==> src/rtl/dct_accum_bank.sv <==
// dct_accum_bank: multi-channel DCT coefficient accumulator for the MFCC
// cepstrum stage. Products arrive term-major / channel-minor; each channel
// sums N_TERMS products per frame and emits one rounded, optionally
// saturated coefficient when its final term arrives.
module dct_accum_bank #(
    parameter int IN_W     = 23,
    parameter int ACC_W    = 34,
    parameter int OUT_W    = 16,
    parameter int OUT_LSB  = 8,
    parameter int N_CH     = 13,
    parameter int N_TERMS  = 26,
    parameter int ROUND_EN = 1,
    parameter int SAT_EN   = 1,
    localparam int CH_W    = (N_CH > 1) ? $clog2(N_CH) : 1
) (
    input  logic                    clk,
    input  logic                    rst_n,
    input  logic                    in_valid,
    input  logic                    in_start,
    input  logic signed [IN_W-1:0]  in_data,
    output logic                    out_valid,
    output logic [CH_W-1:0]         out_ch,
    output logic signed [OUT_W-1:0] out_data,
    output logic                    frame_done,
    output logic                    ovf_sticky,
    output logic                    drop_err
);

    localparam int TERM_W = (N_TERMS > 1) ? $clog2(N_TERMS) : 1;

    localparam logic [0:0] IDLE  = 1'b0;
    localparam logic [0:0] ACCUM = 1'b1;

    logic [0:0]              state;
    logic [CH_W-1:0]         ch_cnt;
    logic [TERM_W-1:0]       term_cnt;
    logic signed [ACC_W-1:0] acc [N_CH];

    logic                    start_p0;
    logic                    accept_p0;
    logic                    first_term_p0;
    logic                    last_term_p0;
    logic                    last_ch_p0;
    logic                    ovf_add_p0;
    logic [CH_W-1:0]         ch_p0;
    logic [TERM_W-1:0]       term_p0;
    logic signed [ACC_W-1:0] din_p0;
    logic signed [ACC_W-1:0] cur_p0;
    logic signed [ACC_W-1:0] sum_p0;
    logic signed [ACC_W-1:0] acc_nxt_p0;

    // Round half up (or floor) at OUT_LSB in ACC_W+1 bits, then shift down.
    function automatic logic signed [ACC_W:0] round_shift(input logic signed [ACC_W-1:0] v);
        logic signed [ACC_W:0] r;
        logic signed [ACC_W:0] half;
        half = '0;
        if (ROUND_EN != 0) half[OUT_LSB-1] = 1'b1;
        r = {v[ACC_W-1], v} + half;
        return r >>> OUT_LSB;
    endfunction

    // Clamp to the signed OUT_W range, or wrap to the low OUT_W bits.
    function automatic logic signed [OUT_W-1:0] saturate(input logic signed [ACC_W:0] s);
        logic signed [ACC_W:0] hi;
        logic signed [ACC_W:0] lo;
        hi = '0;
        hi[OUT_W-2:0] = '1;
        lo = ~hi;
        if ((SAT_EN != 0) && (s > hi)) return hi[OUT_W-1:0];
        if ((SAT_EN != 0) && (s < lo)) return lo[OUT_W-1:0];
        return s[OUT_W-1:0];
    endfunction

    // Stage p0: resolve the sample position (a start forces term 0 / ch 0) and form the new sum.
    always_comb begin
        start_p0      = in_valid & in_start;
        accept_p0     = in_valid & (in_start | (state == ACCUM));
        ch_p0         = start_p0 ? '0 : ch_cnt;
        term_p0       = start_p0 ? '0 : term_cnt;
        first_term_p0 = (term_p0 == '0);
        last_term_p0  = (term_p0 == TERM_W'(N_TERMS - 1));
        last_ch_p0    = (ch_p0 == CH_W'(N_CH - 1));
        din_p0        = {{(ACC_W - IN_W){in_data[IN_W-1]}}, in_data};
        cur_p0        = acc[ch_p0];
        sum_p0        = cur_p0 + din_p0;
        ovf_add_p0    = ~first_term_p0 & (cur_p0[ACC_W-1] == din_p0[ACC_W-1])
                        & (sum_p0[ACC_W-1] != cur_p0[ACC_W-1]);
        acc_nxt_p0    = first_term_p0 ? din_p0 : sum_p0;
    end

    // Frame state, position counters, overflow flag and drop detection.
    always_ff @(posedge clk or negedge rst_n) begin
        if (!rst_n) begin
            state      <= IDLE;
            ch_cnt     <= '0;
            term_cnt   <= '0;
            ovf_sticky <= 1'b0;
            drop_err   <= 1'b0;
        end else begin
            drop_err <= in_valid & ~in_start & (state == IDLE);
            if (accept_p0) begin
                ovf_sticky <= (ovf_sticky & ~start_p0) | ovf_add_p0;
                if (last_term_p0 && last_ch_p0) begin
                    state    <= IDLE;
                    ch_cnt   <= '0;
                    term_cnt <= '0;
                end else begin
                    state <= ACCUM;
                    if (last_ch_p0) begin
                        ch_cnt   <= '0;
                        term_cnt <= term_p0 + TERM_W'(1);
                    end else begin
                        ch_cnt   <= ch_p0 + CH_W'(1);
                        term_cnt <= term_p0;
                    end
                end
            end
        end
    end

    // Per-channel accumulators: load on term 0, add otherwise.
    always_ff @(posedge clk or negedge rst_n) begin
        if (!rst_n) begin
            for (int i = 0; i < N_CH; i++) acc[i] <= '0;
        end else if (accept_p0) begin
            acc[ch_p0] <= acc_nxt_p0;
        end
    end

    // Stage p1: register the finished coefficient one cycle after its final term.
    always_ff @(posedge clk or negedge rst_n) begin
        if (!rst_n) begin
            out_valid  <= 1'b0;
            out_ch     <= '0;
            out_data   <= '0;
            frame_done <= 1'b0;
        end else begin
            out_valid  <= accept_p0 & last_term_p0;
            frame_done <= accept_p0 & last_term_p0 & last_ch_p0;
            if (accept_p0 && last_term_p0) begin
                out_ch   <= ch_p0;
                out_data <= saturate(round_shift(acc_nxt_p0));
            end
        end
    end

endmodule

==> config.mk <==
export PLATFORM = sky130hd
export DESIGN_NAME = dct_accum_bank
export DESIGN_NICKNAME = d
export VERILOG_FILES = /design/src/rtl/dct_accum_bank.sv
export SDC_FILE = /design/constraint.sdc
export NUM_CORES = 1
export LEC_CHECK = 0
export CORE_ASPECT_RATIO = 0.6
export CORE_MARGIN = 5
export CORE_UTILIZATION = 55
export CTS_CLUSTER_SIZE = 8
export DETAILED_ROUTE_END_ITERATION = 10
export PLACE_DENSITY_LB_ADDON = 0.2
export SETUP_SLACK_MARGIN = 0.2
export SLEW_MARGIN = 30
export SYNTH_ARGS = -nofsm -noshare
export SYNTH_HDL_FRONTEND = slang
export SYNTH_SLANG_ARGS = --single-unit
==> constraint.sdc <==
create_clock -name clk -period 13.1 [get_ports clk]
set_input_delay 2.62 -clock clk [delete_from_list [all_inputs] [get_ports clk]]
set_output_delay 2.62 -clock clk [all_outputs]
set_load 0.02 [all_outputs]
# Yosys cells after proc, flatten, opt, wreduce, memory -nomap -nowiden

Cells that the tools add are included.

Register bits: 476
Bits of input ports: 27

Add/subtract/negate cells: 4
$lt $le $gt $ge: 4
Equal/unequal tests: 4
Multiplexer cells: 24
Bitwise gates (word level): 16
Reductions and logical operators: 4

Operators by type and width:

| cell                                                                   | count |
|---|---|
| 442-bit bitwise mux                                                    | 1 |
| 34-bit binary-select mux with 4-bit select                             | 1 |
| 34-bit demux with 4-bit select                                         | 1 |
| 34-bit 2-to-1 mux                                                      | 4 |
| 16-bit 2-to-1 mux                                                      | 4 |
| 34-bit by 9-bit adder with 35-bit output                               | 1 |
| 34-bit by 23-bit adder with 34-bit output                              | 1 |
| 27-bit by 16-bit > comparator with 1-bit output, second input constant | 1 |
| 27-bit by 16-bit < comparator with 1-bit output, second input constant | 1 |
| 5-bit 2-to-1 mux                                                       | 3 |
| 4-bit 2-to-1 mux                                                       | 3 |
| 1-bit bitwise AND                                                      | 9 |
| 1-bit 2-to-1 mux                                                       | 7 |
| 5-bit by 1-bit adder with 5-bit output, second input constant          | 1 |
| 5-bit equality test, second input constant                             | 1 |
| 5-bit >= comparator, second input constant                             | 1 |
| 5-bit logical NOT                                                      | 1 |
| 5-bit by 1-bit < comparator with 1-bit output, second input constant   | 1 |
| 4-bit NOT with 5-bit output                                            | 1 |
| 4-bit by 1-bit adder with 4-bit output, second input constant          | 1 |
| 4-bit equality test, second input constant                             | 1 |
| 1-bit NOT                                                              | 4 |
| 1-bit logical AND                                                      | 3 |
| 1-bit OR                                                               | 2 |
| other kinds (2)                                                        | 2 |

# Depth between registers and ports, before layout

Word-level depth: 16
Gate-level depth with buffers: 32
Depth with buffers taken out: 26

# Least setup slack after synthesis

Ideal clock, no wire load.

Path type: in2reg
Start point: input port in_valid
End point: register out_data[10]
Library setup time: 0.140 ns
Data arrival time: 8.298 ns
Path slack: 4.661 ns
Stages on the path: 32
Buffers on the path: 6
Path through: nand2_1 -> and2_1 -> clkbuf_1 -> inv_1 -> clkbuf_1 -> clkbuf_1 -> a211oi_1 -> a31oi_1 -> o22ai_1 -> nor3_1 -> ha_1 -> inv_1 -> fa_1 -> nand2b_1 -> a21o_1 -> a21o_1 -> xnor2_1 -> o21ai_0 -> clkbuf_1 -> inv_1 -> ha_1 -> inv_1 -> or4_1 -> buf_2 -> or3b_4 -> nor3_4 -> nand3b_1 -> mux2_4 -> a21oi_2 -> o311ai_4 -> buf_6 -> o311ai_1

Longest elaborated chain between the ends: 15
Elaborated cells between the ends (all ways): 24
Those cells by class: add/sub: 2; order compare: 2; eq/ne: 1; mux: 14; bitwise: 3; reduce/logical: 2

Ends and longest elaborated chain:

| item                                                 | line | RTL |
|---|---|---|
| from (decl)                                          | 18   | `input logic in_valid,` |
| 1-bit bitwise AND (*)                                | 76   | `start_p0 = in_valid & in_start;` |
| 4-bit 2-to-1 mux                                     | 78   | `ch_p0 = start_p0 ? '0 : ch_cnt;` |
| 4-bit NOT with 5-bit output (implied by the code)    | 84   | `cur_p0 = acc[ch_p0];` |
| 34-bit binary-select mux with 4-bit select           | 84   |  |
| 34-bit 2-to-1 mux (implied by the code) (2 in a row) | 84   |  |
| 34-bit by 23-bit adder with 34-bit output            | 85   | `sum_p0 = cur_p0 + din_p0;` |
| 34-bit 2-to-1 mux (*)                                | 88   | `acc_nxt_p0 = first_term_p0 ? din_p0 : sum_p0;` |
| net acc_nxt_p0[8]                                    | 50   | `logic signed [ACC_W-1:0] acc_nxt_p0;` |
| 34-bit by 9-bit adder with 35-bit output (*)         | 58   | `r = {v[ACC_W-1], v} + half;` |
| 27-bit by 16-bit < comparator with 1-bit output      | 70   | `if ((SAT_EN != 0) && (s < lo)) return lo[OUT_W-1:0];` |
| 1-bit 2-to-1 mux (2 in a row)                        | 70   |  |
| 1-bit 2-to-1 mux                                     | 140  | `if (accept_p0 && last_term_p0) begin` |
| 16-bit 2-to-1 mux                                    | 71   | `return s[OUT_W-1:0];` |
| 16-bit 2-to-1 mux (*)                                | 70   |  |
| to (signal assigned)                                 | 142  | `out_data <= saturate(round_shift(acc_nxt_p0));` |
| to (decl)                                            | 23   | `output logic signed [OUT_W-1:0] out_data,` |

The timed path passes the listed nets; every way through them passes the cells marked *. The select of a mux whose other input is x is not followed.
A chain may end at the register's enable or synchronous reset.

# Worst setup path after layout

Start point: input port in_start
End point: register out_data[2]

Longest elaborated chain between the ends: 15
Elaborated cells between the ends (all ways): 25
Those cells by class: add/sub: 2; order compare: 2; eq/ne: 1; mux: 14; bitwise: 4; reduce/logical: 2

Ends and longest elaborated chain:

| item                                                 | line | RTL |
|---|---|---|
| from (decl)                                          | 19   | `input logic in_start,` |
| 1-bit bitwise AND (*)                                | 76   |  |
| 4-bit 2-to-1 mux                                     | 78   |  |
| 4-bit NOT with 5-bit output (implied by the code)    | 84   |  |
| 34-bit binary-select mux with 4-bit select           | 84   |  |
| 34-bit 2-to-1 mux (implied by the code) (2 in a row) | 84   |  |
| 34-bit by 23-bit adder with 34-bit output            | 85   |  |
| 34-bit 2-to-1 mux (*)                                | 88   |  |
| net acc_nxt_p0[8]                                    | 50   |  |
| 34-bit by 9-bit adder with 35-bit output (*)         | 58   |  |
| 27-bit by 16-bit < comparator with 1-bit output      | 70   |  |
| 1-bit 2-to-1 mux (2 in a row)                        | 70   |  |
| 1-bit 2-to-1 mux                                     | 140  |  |
| 16-bit 2-to-1 mux                                    | 71   |  |
| 16-bit 2-to-1 mux (*)                                | 70   |  |

Marked as above.

==> parameters.txt <==
Parameter                              Value

Outcome
  Run status ... completed

Drt
  Vias per std cell ... 6.34
  Detailed-route wire length per cell ... 22.8 µm
  Number of design rule violations left after detail routing ... 0
  Vias ... 21500
  Drt first pass iters ... 6
  Initial DRC count ... 2638
  Total wire length ... 77200 µm
  Residual antenna-violating net count after detailed routing ... 0

Logic synthesis
  Share of Yosys cell area claimed by the top area cell type ... 49.1%
  Post-synthesis sequential element count ... 476
  Post-synthesis async set-or-reset flop share ... 100%
  Sequential cell area fraction in the yosys report ... 49.1%
  Top-count cell post-synth ... sky130_fd_sc_hd__nand2_1
  Synth unique cells ... 82
  Post-synthesis cell type with the largest combined area ... sky130_fd_sc_hd__dfrtp_1
  Synth cell count leaders ... 751 x sky130_fd_sc_hd__nand2_1, 476 x sky130_fd_sc_hd__dfrtp_1, 452 x sky130_fd_sc_hd__o21ai_0
  Synthesized net count ... 2927
  Number of synthesized flops with an enable pin ... 0
  Ys Warns ... 0
  Area contributors post-synth ... sky130_fd_sc_hd__dfrtp_1 49%, sky130_fd_sc_hd__nand2_1 12%, sky130_fd_sc_hd__o21ai_0 9.3%
  Main flop type after synthesis ... sky130_fd_sc_hd__dfrtp_1
  Mean instance size in the synthesized netlist ... 8.48 µm²
  Syn Inst Count ... 2861
  Post-synthesis instance area ... 24300 µm²

Worst setup path
  CP startpoint ... in_start
  Endpoint class of the critical path ... register
  Reg2reg start ... ch_cnt[0]$_DFFE_PN0P_
  Startpoint type of the worst setup path ... input port
  Critical path class ... in -> reg
  Worst EP arrival ... 10.59 ns
  Register-to-register setup slack ... 5.32 ns
  Required time worst endpoint ... 13.49 ns
  Number of cell instances on the worst register-to-register path ... 23
  Peak fanout along the critical path ... 70
  Critical register-to-register path endpoint ... out_data[2]$_DFFE_PN0P_

Clocking
  Clock Sink Count ... 476
  CTS Root Cell ... sky130_fd_sc_hd__clkbuf_16
  # hold bufs at CTS ... 0
  Clock latency of the later-clocked register in the worst-skew pair ... 0.59 ns
  Quantity of gates resized following cts ... 0
  Clock-pin slew reported for the worst setup and hold paths after clock tree synthesis ... 0.05 ns
  Buffer depth of the longest clock path ... 3
  Depth of the CTS H-tree ... 3
  Post-CTS Setup Bufs ... 0
  CTS tree ... yes
  Total clock buffers created by CTS ... 69

Power and ir drop
  Static Leak ... 0.0120 µW
  Worst vdd rail ir drop ... 0.000124 V
  Total power per unit cell area ... 248 nW/µm²
  Total design power ... 6720 µW

Global route
  Met3 global-route usage ... 8.27%
  Gr ovfl total ... 0
  Maximum number of pins on one net before global-route repair ... 154
  Wire length of the first global-routing pass ... 121000 µm
  Via count of the first global-routing pass ... 20500
  GRT Util Overall ... 31.7%
  Initial antenna violation count ... 2
  Met1 global-route usage ... 50.0%
  Met2 capacity usage during global routing ... 43.6%
  GRT Max-Usage Layer ... met1

Finish
  Area growth from synthesis to final layout ... 11.6%
  Fraction of layout cells with a size suffix above 1 ... 7.41%
  Number of nets in the finished design ... 2864
  Antenna Cells ... 0

Hold path
  Worst hold-check path type ... reg -> reg
  Hold Path Sink ... drop_err$_DFF_PN0_
  Hold path cells ... 1
  Origin of the worst min-delay path ... state$_DFFE_PN0P_

Timing
  Number of max-slew violations in the final report ... 0
  Fraction of the cycle the final worst path needs ... 77.8%
  Fmax ... 98.1 MHz
  Clock tree skew after final layout ... 0.0212 ns
  Clock period minus worst slack ... 10.20 ns
  Final setup violating endpoints ... 0
  Actual transition at the worst max-transition pin ... 1.02 ns
  Rel. slew slack ... 32.0%
  Hold Fails Final Rpt ... 0
  RSZ-0062 raised after global routing ... no
  Setup TNS Final ... 0 ns

Placed design
  Global placer's final weighted congestion ... 1.02
  Number of port buffers ... 50
  Detailed Place HPWL ... 48400 µm

Die
  Standard-cell rows ... 59
  Die Area ... 48500 µm²
  Initial standard-cell utilization of the core ... 55.8%
  Horizontal extent of the die ... 281 µm
  Num ports ... 51
  Chip Height ... 173 µm
  Area of the placeable core ... 43500 µm²

Flow run
  Max-capacitance violation count ... 0
-- routing by layer --
layer	vias to the layer above	part of all wire [%]
met1	10500	46
li1	9770	-
met4	6	2.1
met3	140	11
met2	1048	40
met5	-	0.057
-- power by group --
| group | switching, µW | total (µW) | internal, µW |
|---|---|---|---|
| clock network | 640 | 1600 | 962 |
| registers | 304 | 2350 | 2050 |
| logic | 1820 | 2770 | 948 |
-- state kept, by name, summed over array words and instances, names as in the netlist --
| signal | cells |
|---|---|
| acc | 442 |
| out_data | 16 |
| term_cnt | 5 |
| ch_cnt | 4 |
| out_ch | 4 |
| drop_err | 1 |
| frame_done | 1 |
| out_valid | 1 |
| ovf_sticky | 1 |
| state | 1 |
-- cells by family after synthesis --
group,count (synthesis),synth area share (%)
DFF,476,49.1
muxes,67,2.87
buffers and inverters,263,4.19
AOI/OAI and AO/OA,883,21.1
and+or+nand+nor,1095,19.4
adders and majority gates,39,2.04
xor gates and xnor gates,38,1.37
-- cells in the final DEF (no fill, tap or decap), types with 38 or more instances in the layout --
master / instances
sky130_fd_sc_hd__clkbuf_16: 71
sky130_fd_sc_hd__a31oi_1: 72
sky130_fd_sc_hd__nand2_1: 744
sky130_fd_sc_hd__ha_1: 38
sky130_fd_sc_hd__nor2b_1: 67
sky130_fd_sc_hd__dfrtp_1: 475
sky130_fd_sc_hd__a21oi_1: 156
sky130_fd_sc_hd__a211oi_1: 70
sky130_fd_sc_hd__buf_4: 51
sky130_fd_sc_hd__nand3_1: 56
sky130_fd_sc_hd__nor2_1: 76
sky130_fd_sc_hd__clkdlybuf4s50_1: 49
sky130_fd_sc_hd__o21ai_0: 451
sky130_fd_sc_hd__nor3_1: 48
sky130_fd_sc_hd__mux2i_1: 50
-- worst max path at each step --
stage,cells after the start,endpoint,slack [ns]
2_1_floorplan,32,out_data[10]$_DFFE_PN0P_,4.66
3_3_place_gp,21,out_data[1]$_DFFE_PN0P_,2.70
3_5_place_dp,23,out_data[5]$_DFFE_PN0P_,2.61
4_1_cts,23,out_data[2]$_DFFE_PN0P_,3.11
5_1_grt,26,out_data[5]$_DFFE_PN0P_,2.66
6_report,26,out_data[2]$_DFFE_PN0P_,2.90
-- worst max-delay path, cell delays in order --
cell,delay [ns]
sky130_fd_sc_hd__clkdlybuf4s50_1,0.53
sky130_fd_sc_hd__nand2_1,0.28
sky130_fd_sc_hd__and2_2,0.35
sky130_fd_sc_hd__inv_4,0.62
sky130_fd_sc_hd__buf_4,0.48
sky130_fd_sc_hd__a211oi_1,0.09
sky130_fd_sc_hd__a31oi_1,0.20
sky130_fd_sc_hd__o22ai_1,0.10
sky130_fd_sc_hd__nor3_1,0.60
sky130_fd_sc_hd__ha_1,0.42
sky130_fd_sc_hd__o211ai_1,0.30
sky130_fd_sc_hd__a21o_1,0.15
sky130_fd_sc_hd__a21o_1,0.22
sky130_fd_sc_hd__xnor2_1,0.18
sky130_fd_sc_hd__o21ai_0,0.15
sky130_fd_sc_hd__inv_1,0.10
sky130_fd_sc_hd__ha_1,0.13
sky130_fd_sc_hd__inv_1,0.07
sky130_fd_sc_hd__or4_1,0.69
sky130_fd_sc_hd__or3b_4,0.45
sky130_fd_sc_hd__nor3_4,0.23
sky130_fd_sc_hd__nand3b_1,0.15
sky130_fd_sc_hd__mux2_4,0.22
sky130_fd_sc_hd__a21oi_2,0.08
sky130_fd_sc_hd__o311ai_4,0.75
sky130_fd_sc_hd__o311ai_0,0.32
-- layout make-up --
cell class	count	area [µm²]
fill	3648	16400
timing repair buffer	107	991
multi-input combinational	2122	11500
tap	579	724
clock buffer	73	1780
sequential	476	11900
inverter	22	87.6
clock inverter	6	100
-- through the flow --
stage / hold WS, ns / std cells / worst slack [ns] / area [µm²] / utilization (%)
global placement: 0.454 / 3303 / 2.70 / 25100 / 57.6
floorplan: 0.439 / 2861 / 4.66 / 24300 / -
finish: 0.469 / 3385 / 2.90 / 27100 / 62.2
global route: 0.484 / 3385 / 2.66 / 27100 / 62.2
detailed placement: 0.458 / 3304 / 2.61 / 25100 / 57.7
CTS: 0.470 / 3383 / 3.11 / 27000 / 62.1
(Power assumes the default switching activity.)
